### config.mk
export PLATFORM = sky130hd
export DESIGN_NAME = fetch_queue
export DESIGN_NICKNAME = d
export VERILOG_FILES = /design/src/rtl/fetch_queue_pkg.sv /design/src/rtl/fetch_queue_fifo.sv /design/src/rtl/fetch_queue.sv
export SDC_FILE = /design/constraint.sdc
export NUM_CORES = 1
export LEC_CHECK = 0
export CORE_MARGIN = 2
export CORE_UTILIZATION = 59
export CTS_CLUSTER_DIAMETER = 120
export DETAILED_ROUTE_END_ITERATION = 7
export PLACE_DENSITY_LB_ADDON = 0.1
export SYNTH_ARGS = -nofsm -noshare
export SYNTH_HDL_FRONTEND = slang
export SYNTH_HIERARCHICAL = 1
export SYNTH_SLANG_ARGS = --single-unit
### constraint.sdc
create_clock -name clock -period 8.91 [get_ports clock]
set_clock_uncertainty 0.15 [all_clocks]
set_input_delay 2.2275 -clock clock [delete_from_list [all_inputs] [get_ports clock]]
set_output_delay 2.2275 -clock clock [all_outputs]
set_load 0.01 [all_outputs]
### src/rtl/fetch_queue_pkg.sv
// Shared fetch-side types and helpers for the fetch queue and decode.
// Holds the JAL opcode, the fetch packet layout and the J-type immediate.
package fetch_queue_pkg;

    localparam logic [6:0] OPC_JAL = 7'b1101111;

    typedef struct packed {
        logic [31:0] pc;
        logic [31:0] inst;
    } fetch_pkt_t;

    // Takes only inst[31:12]; the low bits play no part in the J immediate.
    function automatic logic [31:0] imm_j(input logic [31:12] hi);
        return {{12{hi[31]}}, hi[19:12], hi[20], hi[30:21], 1'b0};
    endfunction

endpackage

### src/rtl/fetch_queue_fifo.sv
// Pointer FIFO of fetch packets; pointers carry a wrap bit.
// A flush clears it in one cycle, just like a reset.
module fetch_queue_fifo
    import fetch_queue_pkg::*;
#(
    parameter int DEPTH = 4,
    parameter int PTR_W = $clog2(DEPTH)
) (
    input  logic       clock,
    input  logic       reset,
    input  logic       flush,
    input  logic       push,
    input  logic       pop,
    input  fetch_pkt_t wdata,
    output fetch_pkt_t rdata,
    output logic       empty,
    output logic       full
);

    fetch_pkt_t       mem [DEPTH];
    logic [PTR_W:0]   head;
    logic [PTR_W:0]   tail;

    assign empty = (head == tail);
    assign full  = (head[PTR_W] != tail[PTR_W])
                && (head[PTR_W-1:0] == tail[PTR_W-1:0]);
    assign rdata = mem[head[PTR_W-1:0]];

    always_ff @(posedge clock) begin
        if (reset || flush) begin
            head <= '0;
            tail <= '0;
        end else begin
            if (push) tail <= tail + 1'b1;
            if (pop)  head <= head + 1'b1;
        end
    end

    always_ff @(posedge clock) begin
        if (push && !reset && !flush) mem[tail[PTR_W-1:0]] <= wdata;
    end

endmodule

### src/rtl/fetch_queue.sv
// Fetch-to-decode packet queue with early JAL detection.
// A pushed JAL raises a registered one-cycle redirect back to fetch.
module fetch_queue
    import fetch_queue_pkg::*;
#(
    parameter int DEPTH = 4,
    parameter int PTR_W = $clog2(DEPTH)
) (
    input  logic        clock,
    input  logic        reset,
    input  logic        flush,
    input  logic        in_valid,
    output logic        in_ready,
    input  logic [31:0] in_pc,
    input  logic [31:0] in_inst,
    output logic        out_valid,
    input  logic        out_ready,
    output logic [31:0] out_pc,
    output logic [31:0] out_inst,
    output logic        redir_flush,
    output logic [31:0] redir_dnpc
);

    typedef enum logic {IDLE, PEND} redir_state_t;

    redir_state_t state;
    redir_state_t state_next;
    logic         redir_pending;
    logic         empty;
    logic         full;
    logic         push;
    logic         pop;
    logic         push_jal;
    fetch_pkt_t   wdata;
    fetch_pkt_t   rdata;

    assign redir_pending = (state == PEND);

    assign in_ready  = ~full & ~redir_pending & ~flush;
    assign out_valid = ~empty & ~flush;
    assign push      = in_valid & in_ready;
    assign pop       = out_valid & out_ready;

    // push already excludes flush, so a JAL seen during flush never redirects
    assign push_jal  = push && (in_inst[6:0] == OPC_JAL);

    assign wdata.pc   = in_pc;
    assign wdata.inst = in_inst;
    assign out_pc     = rdata.pc;
    assign out_inst   = rdata.inst;

    fetch_queue_fifo #(
        .DEPTH (DEPTH),
        .PTR_W (PTR_W)
    ) u_fifo (
        .clock (clock),
        .reset (reset),
        .flush (flush),
        .push  (push),
        .pop   (pop),
        .wdata (wdata),
        .rdata (rdata),
        .empty (empty),
        .full  (full)
    );

    always_ff @(posedge clock) begin
        if (reset) state <= IDLE;
        else       state <= state_next;
    end

    always_comb begin
        state_next  = state;
        redir_flush = 1'b0;
        unique case (state)
            IDLE: begin
                if (push_jal) state_next = PEND;
            end
            PEND: begin
                redir_flush = ~flush;
                state_next  = IDLE;
            end
            default: state_next = IDLE;
        endcase
    end

    always_ff @(posedge clock) begin
        if (reset)         redir_dnpc <= '0;
        else if (push_jal) redir_dnpc <= in_pc + imm_j(in_inst[31:12]);
    end

endmodule

==> results of run 1 <==
==> kinds of logic after synthesis <==
| logic type | after synthesis |
|---|---|
| multiplexers | 67 |
| flip-flops | 297 |
| adder cells (fa/ha/maj) | 36 |
| AO/OA/AOI/OAI | 138 |
| AND/OR/NAND/NOR | 157 |
| buffers and inverters | 49 |
| XOR/XNOR | 22 |
==> cells in the final DEF, fill, tap and decap left out, types with 4 or more instances in the layout <==
master                            instances
sky130_fd_sc_hd__nor3_1                   9
sky130_fd_sc_hd__dfxtp_1                 39
sky130_fd_sc_hd__o211ai_1                 5
sky130_fd_sc_hd__a21oi_1                 55
sky130_fd_sc_hd__xnor2_1                 15
sky130_fd_sc_hd__buf_4                    9
sky130_fd_sc_hd__clkbuf_16               29
sky130_fd_sc_hd__nor2_1                  30
sky130_fd_sc_hd__inv_1                   12
sky130_fd_sc_hd__nand2_1                 58
sky130_fd_sc_hd__clkinv_2                 4
sky130_fd_sc_hd__xor2_1                   7
sky130_fd_sc_hd__nor3b_1                  4
sky130_fd_sc_hd__or3_1                    6
sky130_fd_sc_hd__o21ai_0                 21
sky130_fd_sc_hd__edfxtp_1               256
sky130_fd_sc_hd__ha_1                    35
sky130_fd_sc_hd__a21o_1                  20
sky130_fd_sc_hd__mux4_1                   4
sky130_fd_sc_hd__nand3_1                 10
sky130_fd_sc_hd__clkdlybuf4s50_1        167
sky130_fd_sc_hd__nand3b_1                10
sky130_fd_sc_hd__o21a_1                   7
sky130_fd_sc_hd__nand4_1                  7
sky130_fd_sc_hd__a211oi_1                 4
sky130_fd_sc_hd__clkinv_1                 5
sky130_fd_sc_hd__mux4_2                  60
sky130_fd_sc_hd__and3_2                   4
sky130_fd_sc_hd__bufinv_16                8
==> power groups by stage <==
stage / registers, uW / logic, uW / clock network, uW
final: 1520 / 217 / 1340
after global routing: 1520 / 235 / 1410
after CTS: 1520 / 215 / 1360
after detailed placement: 1550 / 213 / 0
after global placement: 1550 / 207 / 0
after floorplan: 1550 / 126 / 0
==> worst min path at each step <==
| stage | from | endpoint | slack [ns] | cells past startpoint |
|---|---|---|---|---|
| 6_report | redir_dnpc[8]$_SDFFE_PP0P_ | redir_dnpc[8]$_SDFFE_PP0P_ | 0.30 | 2 |
| 5_1_grt | redir_dnpc[8]$_SDFFE_PP0P_ | redir_dnpc[8]$_SDFFE_PP0P_ | 0.32 | 2 |
| 4_1_cts | redir_dnpc[8]$_SDFFE_PP0P_ | redir_dnpc[8]$_SDFFE_PP0P_ | 0.30 | 2 |
| 3_5_place_dp | redir_dnpc[8]$_SDFFE_PP0P_ | redir_dnpc[8]$_SDFFE_PP0P_ | 0.30 | 2 |
| 3_3_place_gp | redir_dnpc[23]$_SDFFE_PP0P_ | redir_dnpc[23]$_SDFFE_PP0P_ | 0.29 | 2 |
| 2_1_floorplan | redir_dnpc[7]$_SDFFE_PP0P_ | redir_dnpc[7]$_SDFFE_PP0P_ | 0.33 | 2 |
==> sequential cells by signal (all words and copies together) (netlist names), named ones only <==
signal	count
u_fifo/mem	256
redir_dnpc	32
u_fifo/head	3
u_fifo/tail	3
redir_pending	1
==> stage by stage <==
stage          instance area [um2]  power (uW)  worst slack (ns)  instances
6_report                     15500        3070              2.95       1233
5_1_grt                      15500        3170              2.86       1233
4_1_cts                      15500        3090              2.94       1233
3_5_place_dp                 14500        1760              2.95       1180
3_3_place_gp                 14500        1750              3.00       1180
2_1_floorplan                12700        1670              3.70        766
==> critical path: stages <==
cell and delay, ns:
sky130_fd_sc_hd__clkdlybuf4s50_1 0.48, sky130_fd_sc_hd__nor3_1 0.29, sky130_fd_sc_hd__clkdlybuf4s50_1 0.59
==> synth_stat cells (2+ instances only) <==
cell                         n
sky130_fd_sc_hd__edfxtp_1  256
sky130_fd_sc_hd__mux4_2     60
sky130_fd_sc_hd__nand2_1    58
sky130_fd_sc_hd__a21oi_1    55
sky130_fd_sc_hd__dfxtp_1    41
sky130_fd_sc_hd__ha_1       35
sky130_fd_sc_hd__nor2_1     30
sky130_fd_sc_hd__o21ai_0    21
sky130_fd_sc_hd__a21o_1     20
sky130_fd_sc_hd__clkbuf_1   16
sky130_fd_sc_hd__xnor2_1    15
sky130_fd_sc_hd__inv_1      12
sky130_fd_sc_hd__buf_2      10
sky130_fd_sc_hd__nand3_1    10
sky130_fd_sc_hd__nand3b_1   10
sky130_fd_sc_hd__nor3_1      9
sky130_fd_sc_hd__nand4_1     7
sky130_fd_sc_hd__o21a_1      7
sky130_fd_sc_hd__xor2_1      7
sky130_fd_sc_hd__buf_12      6
sky130_fd_sc_hd__or3_1       6
sky130_fd_sc_hd__and3_1      5
sky130_fd_sc_hd__o211ai_1    5
sky130_fd_sc_hd__a211oi_1    4
sky130_fd_sc_hd__mux4_1      4
sky130_fd_sc_hd__nor3b_1     4
sky130_fd_sc_hd__mux2i_1     3
sky130_fd_sc_hd__o21bai_1    3
sky130_fd_sc_hd__or2_2       3
sky130_fd_sc_hd__a21bo_2     2
sky130_fd_sc_hd__a31o_2      2
sky130_fd_sc_hd__a41oi_1     2
sky130_fd_sc_hd__and2_1      2
sky130_fd_sc_hd__buf_6       2
sky130_fd_sc_hd__clkbuf_2    2
sky130_fd_sc_hd__nand2b_1    2
sky130_fd_sc_hd__nor4b_1     2
sky130_fd_sc_hd__o21ai_2     2
sky130_fd_sc_hd__o31ai_2     2
==> metal layers <==
| metal | vias up | GRT usage [%] | wire, um |
|---|---|---|---|
| met5 | - | 0 | 0 |
| met4 | 0 | 4.86 | 369 |
| met3 | 35 | 3.55 | 1850 |
| met2 | 306 | 40.3 | 13400 |
| met1 | 3727 | 32.8 | 11100 |
| li1 | 3374 | - | - |
==> area by class of cell <==
| type | instances | area (um2) |
|---|---|---|
| inverter | 12 | 45.0 |
| timing repair buffer | 176 | 1740 |
| clock inverter | 21 | 310 |
| sequential | 297 | 8510 |
| fill | 1233 | 5470 |
| tap | 275 | 344 |
| clock buffer | 32 | 757 |
| multi-input combinational | 420 | 3840 |
==> flow_summary.json, run 1 <==
{
  "initial_utilization_pct": 60.2,
  "synth_seq_area_share_pct": 67.3,
  "post_route_cells_drive_above_1_share_pct": 14.9,
  "share_seq_of_total_power_pct": 49.4,
  "worstHoldPathType": "flop to flop",
  "layout.nets": 1041,
  "critical_path_required_ns": 6.53,
  "portBuffers": 167,
  "min_period_over_period_pct": 66.9,
  "first_pass_iters": 5,
  "synth.largest_area_cell": "sky130_fd_sc_hd__edfxtp_1",
  "post_synthesis_xor_xnor_area_fraction_pct": 1.52,
  "cts_tree": "done",
  "achievable-frequency_ghz": 0.168,
  "ys_seq_elements": 297,
  "r2r_end": "u_fifo/mem[0][55]$_DFFE_PP_",
  "asyncSetResetFlopFracSynth_pct": 0,
  "cts_root_buffer": "sky130_fd_sc_hd__clkbuf_16",
  "first_global_vias": 7526,
  "synth.cell_area_um2": 12700,
  "total_via_count_after_detailed_routing": 7442,
  "grt_util_all_layers_pct": 23.6,
  "synth.area.top_cells": "sky130_fd_sc_hd__edfxtp_1 61%, sky130_fd_sc_hd__mux4_2 11%, sky130_fd_sc_hd__dfxtp_1 6.5%",
  "tns_ns": 0,
  "synthMuxAreaShare_pct": 11.7,
  "n_antenna_cell": 0,
  "setup_viol": 0,
  "chipWidth_um": 150,
  "grt_antenna_before_repair": 0,
  "rsz0062_at_grt": "false",
  "route.antenna.remaining_nets": 0,
  "clock_slew_at_reported_path_ffs_ns": 0.06,
  "die_height_um": 150,
  "ir_worst_vdd_v": 0.000181,
  "worst_setup_path_start_kind": "input pin",
  "wire_length_of_the_first_global_routing_pass_um": 41100,
  "cts_hold_buf": 0,
  "cts-htree-levels": 1,
  "fin_util_pct": 74.0,
  "sw_frac_of_total_pct": 20.1,
  "clock_sinks": 297,
  "outcome": "complete, no violations",
  "synth_simple_gate_area_share_pct": 6.32,
  "syn-num-nets": 871,
  "worst-slew-pin-transition_ns": 1.00,
  "remaining_drc_errors": 0,
  "timing.final.max_slew_violations": 0,
  "post_synth.cell_area_avg_um2": 16.5,
  "power.leakage_uw": 0.00519,
  "viasPerCell": 6.04,
  "cp_max_fo": 5,
  "max_cap_viol_count": 0,
  "synth_top_cell_area_share_pct": 60.8,
  "crit_path_end_kind": "output port",
  "criticalPathCategory": "input pin to output port",
  "core_area_um2": 21000,
  "synth-warning-count": 6,
  "top_level_ports": 168,
  "crit_arrival_ns": 3.59,
  "timing.slew.headroom_pct": 33.1,
  "synth_top_family_by_area": "multiplexers",
  "cts_resized": 0,
  "power.internal_uw": 2460,
  "postRouteWirelength_um": 26700,
  "detail_route.iter0.violations": 500,
  "grt_start_max_net_pins": 65,
  "hold_ws_ns": 0.300,
  "critPathLaunch": "flush",
  "post-cts-setup-buffer-count": 0,
  "powerDensity_nw_per_um2": 198,
  "share_comb_of_total_power_pct": 7.1,
  "gpl.final_weighted_congestion": 0.873,
  "yosys_most_used_dff": "sky130_fd_sc_hd__edfxtp_1",
  "critPathCapture": "in_ready",
  "floorplan.die_area_um2": 22600,
  "rows": 53,
  "timing.rr.start": "u_fifo/tail[0]$_SDFFE_PP0P_",
  "synth-adder-area-share_pct": 3.62,
  "cts_inserted_buffers": 29,
  "worst_reg2reg_path_depth": 7,
  "clk-insertion-delay-late_ns": 0.53,
  "grt_remaining_overflow": 0,
  "power_switching_uw": 619,
  "area_growth_pct": 22.9,
  "synth_compound_gate_area_share_pct": 7.04,
  "syn-instance-count": 766,
  "wl_per_cell_um": 21.7,
  "clock_buffer_depth": 3,
  "clock_power_share_pct": 43.6,
  "r2r_setup_slack_ns": 5.41,
  "finalHoldViolCount": 0,
  "period_minus_slack_ns": 5.96,
  "edff_count_synth": 256,
  "dpl.hpwl_um": 16800,
  "synth_cell_type_count": 63
}
Note: power is estimated with default switching activity, not from simulation.
==> run 2, diff against run 1 <==
- CORE_UTILIZATION: 59 -> 55
- clock period: 8.91 -> 6 ns (I/O delays scaled with it)
==> run 2 against run 1 <==
Net effect: sequential share of layout area increased by 0.24 points; power is 45% higher; non-clock buffer count down 4; critical path depth stayed put; die area grew 7.1%; via count fell by 1.3%; critical path type is now flop to output port.
==> flow_summary.json, run 2 (same netlist as run 1, synthesis figures left out) <==
{
  "top_level_ports": 168,
  "layout_commonest_cell": "sky130_fd_sc_hd__edfxtp_1",
  "ir_worst_vdd_v": 0.000272,
  "cts_root_buffer": "sky130_fd_sc_hd__clkbuf_16",
  "crit_arrival_ns": 2.93,
  "detail_route.iter0.violations": 585,
  "period_minus_slack_ns": 4.58,
  "max_cap_viol_count": 0,
  "chipWidth_um": 156,
  "gpl.final_weighted_congestion": 0.887,
  "outcome": "complete, no violations",
  "layout.nets": 1037,
  "floorplan.die_area_um2": 24200,
  "post-cts-setup-buffer-count": 0,
  "grt_start_max_net_pins": 65,
  "cts_tree": "done",
  "timing.final.max_slew_violations": 0,
  "worst_reg2reg_path_depth": 6,
  "tns_ns": 0,
  "hold_path_end": "redir_dnpc[7]$_SDFFE_PP0P_",
  "clock_slew_at_reported_path_ffs_ns": 0.06,
  "cts_hold_buf": 0,
  "dpl.hpwl_um": 16800,
  "powerDensity_nw_per_um2": 288,
  "finalHoldViolCount": 0,
  "clk-insertion-delay-late_ns": 0.54,
  "worst_setup_path_start_kind": "flop",
  "crit_path_end_kind": "output port",
  "portBuffers": 167,
  "num-fill-cells": 1530,
  "viasPerCell": 5.92,
  "initial_utilization_pct": 55.9,
  "setup_viol": 0,
  "cts-htree-levels": 1,
  "worst_hold_startpoint": "redir_dnpc[7]$_SDFFE_PP0P_",
  "cp_max_fo": 32,
  "power.leakage_uw": 0.00514,
  "first_global_vias": 7507,
  "grt_antenna_before_repair": 0,
  "first_pass_iters": 5,
  "critical_path_required_ns": 4.35,
  "hold_ws_ns": 0.304,
  "die_height_um": 156,
  "cts_inserted_buffers": 29,
  "timing.rr.start": "u_fifo/tail[0]$_SDFFE_PP0P_",
  "post_route_cells_drive_above_1_share_pct": 14.2,
  "clock_sinks": 297,
  "r2r_setup_slack_ns": 2.97,
  "rsz0062_at_grt": "false",
  "remaining_drc_errors": 0,
  "clock_buffer_depth": 3,
  "largest_register_ff_count": 256,
  "worst-slew-pin-transition_ns": 1.05,
  "core_area_um2": 22600,
  "achievable-frequency_ghz": 0.219,
  "worstHoldPathType": "flop to flop",
  "final_cell_mix": "256 x sky130_fd_sc_hd__edfxtp_1, 167 x sky130_fd_sc_hd__clkdlybuf4s50_1, 60 x sky130_fd_sc_hd__mux4_2",
  "rows": 55,
  "wire_length_of_the_first_global_routing_pass_um": 40900,
  "total_via_count_after_detailed_routing": 7347,
  "grt_util_all_layers_pct": 21.9,
  "criticalPathCategory": "flop to output port",
  "r2r_end": "u_fifo/mem[0][40]$_DFFE_PP_",
  "route.antenna.remaining_nets": 0,
  "min_path_cells": 2,
  "wl_per_cell_um": 21.3,
  "cts_resized": 0,
  "min_period_over_period_pct": 76.3,
  "postRouteWirelength_um": 26400,
  "area_growth_pct": 22.4,
  "grt_remaining_overflow": 0,
  "timing.slew.headroom_pct": 30.3
}
run 2: cell types whose count changed in the layout (fill, tap and decap cells not counted):
cell / delta
sky130_fd_sc_hd__clkinv_4: -1
sky130_fd_sc_hd__dfxtp_2: -1
sky130_fd_sc_hd__buf_4: -4
sky130_fd_sc_hd__clkinvlp_4: -3
sky130_fd_sc_hd__dfxtp_4: +1
sky130_fd_sc_hd__clkinv_2: +1
sky130_fd_sc_hd__clkbuf_1: +5
sky130_fd_sc_hd__clkbuf_8: +2
sky130_fd_sc_hd__diode_2: +1
sky130_fd_sc_hd__bufinv_16: -3
sky130_fd_sc_hd__clkinv_1: -1
sky130_fd_sc_hd__and3_4: +4
sky130_fd_sc_hd__inv_6: +1
sky130_fd_sc_hd__and3_2: -4
run 2: cell type report:
cell class	instances	area [um2]	share of cell area, %
timing repair buffer	172	1710	11.0
sequential	297	8520	55.0
tap	285	357	2.30
inverter	12	45.0	0.291
clock inverter	15	199	1.28
clock buffer	39	803	5.19
antenna	1	2.50	0.0162
multi-input combinational	420	3850	24.9
run 2: critical path, cell delays in order, from the launching register on:
cell and delay (ns):
sky130_fd_sc_hd__dfxtp_4 0.77, sky130_fd_sc_hd__buf_4 0.50, sky130_fd_sc_hd__mux4_2 0.58, sky130_fd_sc_hd__clkdlybuf4s50_1 0.50
run 2: where the power goes:
group	switching [uW]	internal, uW	leakage (uW)
registers	3.73	2250	0.00264
clock network	730	1150	0.000494
logic	174	147	0.00201
total	907	3550	0.00514
run 2: worst max path at each step:
stage                                        endpoint  depth (start not counted)        start  slack, ns
after floorplan            u_fifo/mem[0][0]$_DFFE_PP_                          5        flush       1.51
after global placement    redir_dnpc[31]$_SDFFE_PP0P_                         11  in_inst[31]       1.52
after detailed placement  redir_dnpc[31]$_SDFFE_PP0P_                         11  in_inst[31]       1.45
after CTS                                   out_pc[7]                          3         flop       1.33
after global routing                        out_pc[7]                          3         flop       1.23
final                                       out_pc[7]                          3         flop       1.42
run 2: layer usage:
metal	GRT usage (%)	up-vias	part of all wire, %
met1	30.3	3678	43
met2	37.2	265	49
li1	-	3369	-
met4	4.76	0	1.5
met5	0	-	0
met3	3.72	35	6.3
run 2: metrics by stage:
step	cell area, um2	utilization [%]	setup WS [ns]	total power, uW	instances
after global placement	14500	64.0	1.52	2610	1186
final	15500	68.4	1.42	4450	1241
after floorplan	12700	-	1.51	2490	766
after CTS	15500	68.4	1.33	4500	1240
after detailed placement	14500	64.0	1.45	2610	1186
after global routing	15500	68.4	1.23	4610	1240
